$ cat config.mk
export PLATFORM = sky130hd
export DESIGN_NAME = aud_adc_capture
export DESIGN_NICKNAME = d
export VERILOG_FILES = /design/src/rtl/aud_adc_capture.sv
export SDC_FILE = /design/constraint.sdc
export NUM_CORES = 1
export LEC_CHECK = 0
export CORE_MARGIN = 4
export CORE_UTILIZATION = 65
export CTS_CLUSTER_SIZE = 20
export DETAILED_ROUTE_END_ITERATION = 16
export PLACE_DENSITY = 0.86
export SETUP_SLACK_MARGIN = 0.02
export SLEW_MARGIN = 25
export SYNTH_ARGS = -nofsm -noshare
export SYNTH_HDL_FRONTEND = slang
export SYNTH_SLANG_ARGS = --single-unit
$ cat constraint.sdc
create_clock -name i_clk -period 7.9 [get_ports i_clk]
set_clock_uncertainty 0.05 [all_clocks]
set_input_delay 2.37 -clock i_clk [delete_from_list [all_inputs] [get_ports i_clk]]
set_output_delay 2.37 -clock i_clk [all_outputs]
set_load 0.01 [all_outputs]
$ cat src/rtl/aud_adc_capture.sv
//------------------------------------------------------------------------------
// Module   : aud_adc_capture
// Function : WM8731 I2S ADC receiver. Deserialises ADCDAT into signed PCM
//            words and queues them in a show-ahead FIFO. Optional mono
//            downmix of each L/R pair is enabled by AUD_CAP_MONO_MIX_EN.
// Revision : 1.0 - initial release
//------------------------------------------------------------------------------
`default_nettype none

module aud_adc_capture #(
    parameter int DATA_W     = 16,
    parameter int FIFO_DEPTH = 8
) (
    input  logic                          i_clk,
    input  logic                          i_rst,
    input  logic                          i_lrc,
    input  logic                          i_adcdat,
    input  logic                          i_en,
    input  logic                          i_clr_flags,
    output logic [DATA_W-1:0]             o_data,
    output logic                          o_chan,
    output logic                          o_valid,
    input  logic                          i_ready,
    output logic [$clog2(FIFO_DEPTH):0]   o_level,
    output logic                          o_overflow,
    output logic                          o_frame_err
);

    localparam int c_PTR_W = $clog2(FIFO_DEPTH);
    localparam int c_LVL_W = c_PTR_W + 1;
    localparam int c_CNT_W = $clog2(DATA_W);

    localparam logic [c_CNT_W-1:0] c_LAST = c_CNT_W'(DATA_W - 1);
    localparam logic [c_LVL_W-1:0] c_FULL = c_LVL_W'(FIFO_DEPTH);

    // The LRC edge cycle itself is the I2S delay bit, so SYNC/HOLD go
    // straight to SHIFT and no separate skip state is needed.
    localparam logic [2:0] c_IDLE  = 3'd0;
    localparam logic [2:0] c_SYNC  = 3'd1;
    localparam logic [2:0] c_SHIFT = 3'd3;
    localparam logic [2:0] c_HOLD  = 3'd4;

    logic [2:0]          r_state;
    logic                r_lrc_d;
    logic                r_chan;
    logic [c_CNT_W-1:0]  r_cnt;
    logic [DATA_W-2:0]   r_shreg;

    logic                w_edge;
    logic                w_in_shift;
    logic                w_word_done;
    logic                w_frame_evt;
    logic [DATA_W-1:0]   w_word;

    logic                w_push_req;
    logic [DATA_W-1:0]   w_push_data;
    logic                w_push_chan;

    assign w_edge      = i_lrc ^ r_lrc_d;
    assign w_in_shift  = (r_state == c_SHIFT);
    assign w_word      = {r_shreg, i_adcdat};
    assign w_word_done = i_en & w_in_shift & ~w_edge & (r_cnt == c_LAST);
    assign w_frame_evt = i_en & w_in_shift & w_edge;

    always_ff @(posedge i_clk) begin
        if (i_rst) begin
            r_state <= c_IDLE;
            r_lrc_d <= 1'b0;
            r_chan  <= 1'b0;
            r_cnt   <= '0;
            r_shreg <= '0;
        end else begin
            r_lrc_d <= i_lrc;
            if (!i_en) begin
                r_state <= c_IDLE;
                r_cnt   <= '0;
            end else begin
                case (r_state)
                    c_IDLE: r_state <= c_SYNC;
                    c_SYNC, c_HOLD: begin
                        if (w_edge) begin
                            r_state <= c_SHIFT;
                            r_chan  <= i_lrc;
                            r_cnt   <= '0;
                        end
                    end
                    c_SHIFT: begin
                        if (w_edge) begin
                            // truncated slot: drop partial word, restart on new channel
                            r_chan <= i_lrc;
                            r_cnt  <= '0;
                        end else begin
                            r_shreg <= w_word[DATA_W-2:0];
                            if (r_cnt == c_LAST) begin
                                r_state <= c_HOLD;
                            end else begin
                                r_cnt <= r_cnt + 1'b1;
                            end
                        end
                    end
                    default: r_state <= c_IDLE;
                endcase
            end
        end
    end

`ifdef AUD_CAP_MONO_MIX_EN
    logic [DATA_W-1:0] r_left;
    logic              r_left_vld;
    logic [DATA_W:0]   w_sum;

    // Sign-extended sum; bits [DATA_W:1] give the arithmetic shift right by one.
    assign w_sum       = {r_left[DATA_W-1], r_left} + {w_word[DATA_W-1], w_word};
    assign w_push_req  = w_word_done & r_chan & r_left_vld;
    assign w_push_data = w_sum[DATA_W:1];
    assign w_push_chan = 1'b0;

    always_ff @(posedge i_clk) begin
        if (i_rst) begin
            r_left     <= '0;
            r_left_vld <= 1'b0;
        end else if (!i_en || w_frame_evt) begin
            r_left_vld <= 1'b0;
        end else if (w_word_done) begin
            if (!r_chan) begin
                r_left     <= w_word;
                r_left_vld <= 1'b1;
            end else begin
                r_left_vld <= 1'b0;
            end
        end
    end
`else
    assign w_push_req  = w_word_done;
    assign w_push_data = w_word;
    assign w_push_chan = r_chan;
`endif

    logic [DATA_W:0]     r_mem [FIFO_DEPTH];
    logic [c_PTR_W-1:0]  r_wr_ptr;
    logic [c_PTR_W-1:0]  r_rd_ptr;
    logic [c_LVL_W-1:0]  r_level;
    logic                r_overflow;
    logic                r_frame_err;

    logic                w_full;
    logic                w_pop;
    logic                w_push;

    assign o_valid = (r_level != '0);
    assign w_full  = (r_level == c_FULL);
    assign w_pop   = o_valid & i_ready;
    assign w_push  = w_push_req & (~w_full | w_pop);

    always_ff @(posedge i_clk) begin
        if (i_rst) begin
            for (int i = 0; i < FIFO_DEPTH; i++) begin
                r_mem[i] <= '0;
            end
            r_wr_ptr <= '0;
            r_rd_ptr <= '0;
            r_level  <= '0;
        end else begin
            if (w_push) begin
                r_mem[r_wr_ptr] <= {w_push_chan, w_push_data};
                r_wr_ptr        <= r_wr_ptr + 1'b1;
            end
            if (w_pop) begin
                r_rd_ptr <= r_rd_ptr + 1'b1;
            end
            case ({w_push, w_pop})
                2'b10:   r_level <= r_level + 1'b1;
                2'b01:   r_level <= r_level - 1'b1;
                default: r_level <= r_level;
            endcase
        end
    end

    // Sticky flags: a set event in the same cycle as a clear wins.
    always_ff @(posedge i_clk) begin
        if (i_rst) begin
            r_overflow  <= 1'b0;
            r_frame_err <= 1'b0;
        end else begin
            r_overflow  <= (w_push_req & w_full & ~w_pop) | (r_overflow & ~i_clr_flags);
            r_frame_err <= w_frame_evt | (r_frame_err & ~i_clr_flags);
        end
    end

    assign o_data      = r_mem[r_rd_ptr][DATA_W-1:0];
    assign o_chan      = r_mem[r_rd_ptr][DATA_W];
    assign o_level     = r_level;
    assign o_overflow  = r_overflow;
    assign o_frame_err = r_frame_err;

endmodule

`default_nettype wire

# [After elaboration in Yosys (flattened, before gate mapping)]
# Memories as Yosys holds them, arrays and structs flattened. A register that Yosys moved wholly into a read port is not among the register bits.
# Cells that the tools add are included.
[op_classes] eq_ne=11 n_mux=19 add_sub_neg=5 bitwise=19 reduce_logical=12
[op_table] op="$mux W3" count=6
[op_table] op="$mux W17" count=1
[op_table] op="$reduce_or A17 Y1" count=1
[op_table] op="$pmux W4 S2" count=2
[op_table] op="$mux W4" count=3
[op_table] op="$reduce_and A3 Y1" count=4
[op_table] op="$and A1 B1 Y1" count=10
[op_table] op="$pmux W3 S3" count=1
[op_table] op="$add A4 B1 Y4 const B" count=2
[op_table] op="$eq A4 B4 Y1 const B" count=2
[op_table] op="$add A3 B1 Y3 const B" count=2
[op_table] op="$mux W1" count=6
[op_table] op="$not A1 Y1" count=5
[op_table] op="$ne A2 B2 Y1 const B" count=2
[op_table] op="$reduce_bool A2 Y1" count=2
[op_table] op="$reduce_bool A4 Y1" count=1
[op_table] op="$reduce_or A2 Y1" count=2
[op_table] op="$sub A4 B1 Y4 const B" count=1
[op_table] op="$eq A3 B1 Y1 const B" count=1
[op_table] op="$eq A3 B2 Y1 const B" count=1
[op_table] op="$eq A3 B3 Y1 const B" count=1
[op_table] op="$logic_not A3 Y1" count=1
[op_table] op="$ne A3 B3 Y1 const B" count=1
[op_table] op="$or A1 B1 Y1" count=3
[op_table] op="other kinds (5)" count=5
[totals] n_memories=1 mem_bits_rw=136 out_inout_bits=24 ff_bits=36 wordCells=77 input_bits=7
[memory_table] name="r_mem" depth=8 word_bits=17 read_ports=1 rd_ports_with_merged_regs=1 write_ports=8 line="139" text="logic [DATA_W:0] r_mem [FIFO_DEPTH];"

# [Longest topological paths before layout]
# Gate-level depths: netlist of run 1.
[depth] ltp_word=10 mapped_depth=10 mapped_depth_nobuf=10

# [Worst setup path after synthesis of run 1]
# OpenSTA, ideal clock, no wires.
[synth_timing] kind="register to output" start="register with a tool-made name" end="output o_chan" setup_slack_ns=3.738 path_buffers=2 arrival_time_ns=1.742 stages_incl_launch_ff=5 path_cell_list="dfxtp_1 clkbuf_1 buf_2 mux4_2 mux2_2"
[synth_lines] item="end, declared" line="21" text="output logic o_chan,"

==> out/metrics.cfg, run 1 <==
[run_status]
outcome = finished, final reports clean

[worst_setup_path]
crit_path_top_delay_cell = mux4_2
worstPathBufferInverterCount = 2
path_cells = buf_4 -> mux4_2 -> mux2_2 -> clkdlybuf4s50_1
crit_cells = 4
cpPeakStageDelay_ns = 0.64
endpoint_kind = output pin
crit_family = buffers and inverters
cp.arrival_ns = 2.74
reg2reg_depth = 5
crit_type = register to output pin
cp-start-kind = register
cp_data_required_time_ns = 5.48
crit_fanout = 34

[drt]
drtIter0Drc = 453
drc = 0
vias = 4633
routed_wl_um = 17300
vias_per_cell = 6.20
dr.pass1.iters = 5
wl_per_cell_um = 23.1
final_antenna_net_count = 0

[yosys]
synth_area_per_cell_um2 = 14.2
synthFlopType = edfxtp_1
syn_area_um2 = 7950
synth-edff-count = 136
synth.distinct_cells = 47
seq_area_frac_synth = 0.612
yosysWarnings = 0
ys_ff_latch = 175
syn_nets = 572
synthCells = 561
async_flop_share = 0
yosysTopAreaCellShare = 0.513
synthTopCellsByArea = edfxtp_1 51%, and2_1 11%, dfxtp_1 9.8%
yosys.area.top_type = edfxtp_1

[sta]
fin_crit_sh = 0.654
finalHoldWorstSlack_ns = 0.458
rsz0062_at_grt = false
fin_setup_tns_ns = 0
post-route-min-period_ns = 5.16
hold_viol_final = 0
timing.slew.headroom = 0.372
final-max-slew-violation-count = 0
worst_pin_slew_ns = 0.941
fmax_ghz = 0.194
setup-violations-final = 0

[placement]
portBuffers = 30
gp_congestion = 0.916
dp_hpwl_um = 11500
place_inst = 715

[clocking]
postCtsResizedCells = 0
cts_setup_buffers = 0
cts_tree = built
root_buffer = clkbuf_16
clk_latency_ns = 0.42
htreeDepth = 4
holdBufCountCts = 0
clk_path_buf_depth = 2
clk_pin_slew_ns = 0.06
numCtsBuffers = 17
cts_sinks = 175

[job]
maxCapViolations = 0

[worst_hold_path]
min_path_type = register to register
hold_depth = 2

[die]
core_region_area_um2 = 12000
die_h_um = 119
dieArea_um2 = 14100
fp-row-count = 40
die_x_um = 119
io_pins = 31
start_util = 0.662

[global_route]
grt_pass1_wl_um = 26600
grt_pass1_vias = 4612
antenna_found_initial = 0
track_usage = 0.260
grt_max_degree = 45
overflow = 0

[cells_and_area]
layout.cells.most_common = and2_1
regArea_um2 = 4870
multi_input_area_um2 = 2920
areaGrowthSynthToFinish_pct = 11.6
fin_cells = 747
drive_gt1_frac = 0.162
fin_nets = 598
most-common-layout-cells = 137 x and2_1, 136 x edfxtp_1, 43 x nand2_1
final.fill_count = 735
final_core_util = 0.739
diodes = 0

[pwr]
ir_drop_mv = 0.124
p_per_area_nw_per_um2 = 219
power.leakage_nw = 3.04

worst min-delay path: stages (launching register included):
cell     delay [ns]
dfxtp_1        0.34
nand3_1        0.07
mux2i_1        0.06
final timing paths:
path                 end  startpoint  slack [ns]
min             r_cnt[3]    r_cnt[3]        0.46
max            o_data[9]    register        2.74
max reg2reg  r_mem[1][1]    r_cnt[0]        5.03
min reg2reg     r_cnt[3]    r_cnt[3]        0.46
cell type report:
cell class                 instances  share of cell area
multi-input combinational        359               0.329
clock buffer                      20              0.0492
tap                              147              0.0207
sequential                       175               0.548
timing repair buffer              33              0.0364
inverter                           1            0.000423
clock inverter                    12              0.0162
power by group:
part           internal, mW  switching [mW]
clock network         0.493           0.336
registers              1.03          0.0198
logic                0.0293          0.0349
total                  1.55           0.390
sequential cells by signal (all words and copies together) (netlist names), named ones only:
name         cells
r_rd_ptr         3
o_frame_err      1
r_shreg         15
r_lrc_d          1
r_chan           1
r_mem          136
o_level          4
o_overflow       1
r_cnt            4
r_state          3
r_wr_ptr         3
cells by family after synthesis:
kind of cell | synth area share
buffers and inverters | 0.0217
flip-flops | 0.612
AO/OA/AOI/OAI | 0.0338
adder cells (fa/ha/maj) | 0.00629
XOR/XNOR | 0.00645
multiplexers | 0.133
AND/OR/NAND/NOR | 0.187
stage by stage:
step	power (mW)	setup WS, ns	area [um^2]
5_1_grt	1.99	2.59	8870
3_3_place_gp	1.12	2.75	8290
3_5_place_dp	1.13	2.62	8290
4_1_cts	1.94	2.69	8870
2_1_floorplan	1.09	3.74	7950
6_report	1.94	2.74	8870
synth_stat cells (9+ instances only):
cell type,instances
a21oi_1,22
and2_1,137
buf_6,9
clkbuf_1,13
dfxtp_1,39
edfxtp_1,136
mux2_2,19
mux4_2,34
nand2_1,43
nand3_1,10
nor2_1,13
layer usage:
metal	wire length [um]	global-route usage	vias up	share of wire
li1	-	-	2100	-
met1	6810	0.356	2269	0.39
met2	8110	0.393	238	0.47
met3	1850	0.0751	26	0.11
met4	493	0.109	0	0.029
met5	0	0	-	0
Power figures use the tool's default switching activity.
==> run 2: changes to the inputs <==
--- a/config.mk
+++ b/config.mk
@@ -6,10 +6,10 @@
 export NUM_CORES = 1
 export LEC_CHECK = 0
 export CORE_MARGIN = 4
-export CORE_UTILIZATION = 65
+export CORE_UTILIZATION = 61
 export CTS_CLUSTER_SIZE = 20
 export DETAILED_ROUTE_END_ITERATION = 16
-export PLACE_DENSITY = 0.86
+export PLACE_DENSITY = 0.82
 export SETUP_SLACK_MARGIN = 0.02
 export SLEW_MARGIN = 25
 export SYNTH_ARGS = -nofsm -noshare
==> constraint.sdc (replaced) <==
create_clock -name i_clk -period 5 [get_ports i_clk]
set_clock_uncertainty 0.05 [all_clocks]
set_input_delay 1.5 -clock i_clk [delete_from_list [all_inputs] [get_ports i_clk]]
set_output_delay 1.5 -clock i_clk [all_outputs]
set_load 0.01 [all_outputs]
==> out/metrics.cfg, run 2 (synthesized netlist as in run 1, its figures left out) <==
[worst_setup_path]
crit_type = register to output pin
r2r-start = o_level[0]
reg2reg_depth = 5
r2r-end = r_mem[5][2]
cp-start-kind = register
cp_data_required_time_ns = 3.45
endpoint_kind = output pin
crit_fanout = 26
cp.arrival_ns = 2.64
reg2reg_slack_ns = 2.28

[global_route]
grt_pass1_vias = 5028
track_usage = 0.250
grt_max_degree = 35
grt_pass1_wl_um = 27000
antenna_found_initial = 0
overflow = 0

[cells_and_area]
drive_gt1_frac = 0.191
layout.cells.most_common = and2_1
largest_reg_flops = 136
areaGrowthSynthToFinish_pct = 14.7
multi_input_area_um2 = 2920
fin_cells = 790
top_regs = r_mem: 136 flops, r_shreg: 15 flops
regArea_um2 = 4870
fin_nets = 616
top_register = r_mem
most-common-layout-cells = 137 x and2_1, 136 x edfxtp_1, 43 x nand2_1
diodes = 0
final.fill_count = 836

[clocking]
htreeDepth = 4
clk_latency_ns = 0.43
cts_sinks = 175
clk_pin_slew_ns = 0.06
clk_path_buf_depth = 2
holdBufCountCts = 0
root_buffer = clkbuf_16
postCtsResizedCells = 0
cts_setup_buffers = 0
numCtsBuffers = 17
cts_tree = built

[placement]
portBuffers = 30
place_inst = 758
dp_hpwl_um = 11000
gp_congestion = 0.850

[pwr]
power.leakage_nw = 3.18
ir_drop_mv = 0.234
totalPowerFinal_mw = 3.17
p_per_area_nw_per_um2 = 348

[sta]
fin_crit_sh = 0.838
fin_setup_tns_ns = 0
worst_pin_slew_ns = 1.05
final-max-slew-violation-count = 0
timing.slew.headroom = 0.300
rsz0062_at_grt = false
hold_viol_final = 0
post-route-min-period_ns = 4.19
fmax_ghz = 0.239
setup-violations-final = 0

[drt]
routed_wl_um = 17200
final_antenna_net_count = 0
wl_per_cell_um = 21.8
vias_per_cell = 6.01
drtIter0Drc = 463
vias = 4749
dr.pass1.iters = 5
drc = 0

[die]
start_util = 0.628
dieArea_um2 = 14900
die_x_um = 122
io_pins = 31
fp-row-count = 41
die_h_um = 122
core_region_area_um2 = 12700

[worst_hold_path]
worstHoldStart = r_rd_ptr[1]
min_path_type = register to register
hold_depth = 2
min_to = r_rd_ptr[1]

[job]
maxCapViolations = 0

[run_status]
outcome = finished, final reports clean

[run 2: per-stage QoR]
stage               hold slack [ns]  cell area [um^2]  utilization  worst slack [ns]
finish                        0.435              9120        0.720             0.811
global route                  0.478              9120        0.720             0.682
CTS                           0.444              9120        0.720             0.755
detailed placement            0.434              8480        0.670             0.829
global placement              0.422              8480        0.670             0.863
floorplan                     0.404              7950            -              1.71
[run 2: worst max path at each step]
| stage | from | endpoint | slack (ns) | depth (start not counted) |
|---|---|---|---|---|
| CTS | register | o_data[4] | 0.75 | 4 |
| detailed placement | i_lrc | r_mem[5][12] | 0.83 | 6 |
| global placement | i_lrc | r_mem[5][2] | 0.86 | 6 |
| finish | register | o_data[4] | 0.81 | 4 |
| global route | register | o_data[4] | 0.68 | 4 |
| floorplan | register | o_chan | 1.71 | 4 |
[run 2: metal layers]
metal / up-vias / GRT usage / wire length (um)
met5: - / 0 / 0
met4: 0 / 0.104 / 524
met2: 185 / 0.419 / 8810
met1: 2387 / 0.311 / 6610
li1: 2136 / - / -
met3: 41 / 0.0669 / 1230
[run 2: worst max-delay path, stage by stage (launching register included)]
cell	delay (ns)
dfxtp_2	0.54
buf_12	0.30
mux4_2	0.55
mux2_2	0.32
clkdlybuf4s50_1	0.49
[run 2: where the power goes]
part | switching (mW) | leakage [nW] | internal, mW | total [mW]
logic | 0.0634 | 1.26 | 0.0525 | 0.116
registers | 0.0198 | 1.61 | 1.62 | 1.64
clock network | 0.525 | 0.308 | 0.891 | 1.42
total | 0.608 | 3.18 | 2.56 | 3.17
[run 2: area by class of cell]
class | instances | share of cell area
clock inverter | 13 | 0.0211
timing repair buffer | 51 | 0.0529
clock buffer | 19 | 0.0486
inverter | 1 | 0.000411
sequential | 175 | 0.533
multi-input combinational | 359 | 0.320
tap | 172 | 0.0236
==> run 3: changes to the inputs <==
--- a/config.mk
+++ b/config.mk
@@ -6,10 +6,10 @@
 export NUM_CORES = 1
 export LEC_CHECK = 0
 export CORE_MARGIN = 4
-export CORE_UTILIZATION = 61
+export CORE_UTILIZATION = 55
 export CTS_CLUSTER_SIZE = 20
 export DETAILED_ROUTE_END_ITERATION = 16
-export PLACE_DENSITY = 0.82
+export PLACE_DENSITY = 0.78
 export SETUP_SLACK_MARGIN = 0.02
 export SLEW_MARGIN = 25
 export SYNTH_ARGS = -nofsm -noshare
==> constraint.sdc (replaced) <==
create_clock -name i_clk -period 3.5 [get_ports i_clk]
set_clock_uncertainty 0.05 [all_clocks]
set_input_delay 1.05 -clock i_clk [delete_from_list [all_inputs] [get_ports i_clk]]
set_output_delay 1.05 -clock i_clk [all_outputs]
set_load 0.01 [all_outputs]
==> out/metrics.cfg, run 3 (synthesized netlist as in run 1, its figures left out) <==
[global_route]
grt_max_degree = 42
grt_pass1_vias = 4837
track_usage = 0.216
overflow = 0
antenna_found_initial = 0
grt_pass1_wl_um = 26700

[cells_and_area]
drive_gt1_frac = 0.205
fin_nets = 626
layout.cells.most_common = and2_1
top_regs = r_mem: 136 flops, r_shreg: 15 flops
largest_reg_flops = 136
areaGrowthSynthToFinish_pct = 17.2
final.fill_count = 960
top_register = r_mem
diodes = 0
fin_area_um2 = 9320
most-common-layout-cells = 137 x and2_1, 136 x edfxtp_1, 43 x nand2_1

[clocking]
htreeDepth = 4
clk_pin_slew_ns = 0.06
numCtsBuffers = 17
cts_sinks = 175
clk_latency_ns = 0.42
cts_tree = built
clk_path_buf_depth = 2
root_buffer = clkbuf_16

[die]
fp-row-count = 43
die_h_um = 128
io_pins = 31
dieArea_um2 = 16400
start_util = 0.566
die_x_um = 128
core_region_area_um2 = 14000

[sta]
timing.slew.headroom = 0.461
fin_crit_sh = 0.968
setup-violations-final = 0
fin_setup_tns_ns = 0
hold_viol_final = 0
rsz0062_at_grt = false
worst_pin_slew_ns = 0.809
post-route-min-period_ns = 3.39
fin_ws_ns = 0.110
fmax_ghz = 0.295
final-max-slew-violation-count = 0

[worst_hold_path]
min_path_type = register to register
hold_depth = 2
worstHoldStart = r_rd_ptr[1]

[worst_setup_path]
path_cells = buf_12 -> buf_6 -> buf_4 -> mux4_2 -> mux2_2 -> dlygate4sd2_1
r2r-end = r_mem[7][12]
cpPeakStageDelay_ns = 0.50
reg2reg_slack_ns = 1.06
crit_fanout = 6
cp_data_required_time_ns = 2.40
cp.arrival_ns = 2.29
endpoint_kind = output pin
cp-start-kind = register
crit_type = register to output pin
reg2reg_depth = 6
r2r-start = o_level[0]
crit_path_top_delay_cell = mux4_2

[drt]
vias_per_cell = 5.84
drc = 0
routed_wl_um = 16800
final_antenna_net_count = 0
dr.pass1.iters = 5
drtIter0Drc = 482
wl_per_cell_um = 20.9
vias = 4718

[run_status]
outcome = finished, final reports clean

[placement]
dp_hpwl_um = 10700
postPlaceCellArea_um2 = 8560
gp_congestion = 0.871
place_ws_ns = 0.0180
portBuffers = 30

[pwr]
p_per_area_nw_per_um2 = 471
ir_drop_mv = 0.324
totalPowerFinal_mw = 4.38
power.leakage_nw = 3.40

[job]
maxCapViolations = 0

[run 3: worst max path at each step]
stage,from,endpoint,cells after the start
5_1_grt,register,o_data[15],6
3_5_place_dp,i_lrc,o_level[2],9
6_report,register,o_data[15],6
2_1_floorplan,register,o_chan,4
3_3_place_gp,i_lrc,r_mem[0][9],5
4_1_cts,register,o_data[11],4
[run 3: cell type report]
| cell class | count | area [um^2] | share of cell area |
|---|---|---|---|
| clock buffers | 26 | 554 | 0.0595 |
| multi-input cells | 359 | 2920 | 0.313 |
| clock inverters | 6 | 42.5 | 0.00456 |
| repair buffers | 61 | 708 | 0.0760 |
| flip-flops and latches | 175 | 4870 | 0.522 |
| well taps | 180 | 225 | 0.0242 |
| inverters | 1 | 3.75 | 0.000403 |
[run 3: critical path: cells and delay by family, from the launching register on]
| kind | cells | cell delay [ns] |
|---|---|---|
| DFF | 1 | 0.37 |
| buffers and inverters | 4 | 0.69 |
| muxes | 2 | 0.79 |
[run 3: metrics by stage]
step,util,hold WS (ns),instances
after global placement,0.610,0.416,770
after detailed placement,0.610,0.440,770
final,0.664,0.440,808
after floorplan,-,0.404,561
after CTS,0.656,0.448,804
after global routing,0.664,0.470,808
[run 3: power by group]
group / switching (mW) / internal [mW] / leakage, nW
Clock: 0.780 / 1.10 / 0.301
Sequential: 0.0296 / 2.31 / 1.61
Combinational: 0.0862 / 0.0736 / 1.49
Total: 0.896 / 3.49 / 3.40
[run 3: repair_timing]
item	CTS	global route
resized for setup	4	17
setup endpoints to repair	17	16
setup buffers	0	3
pin swaps	0	0
gates cloned	2	1
hold buffers	0	0
[run 3: metal layers]
layer / global-route usage / up-vias / routed length, um
li1: - / 2161 / -
met3: 0.0396 / 22 / 996
met5: 0 / - / 0
met2: 0.352 / 171 / 8260
met4: 0.0649 / 0 / 252
met1: 0.300 / 2364 / 7340
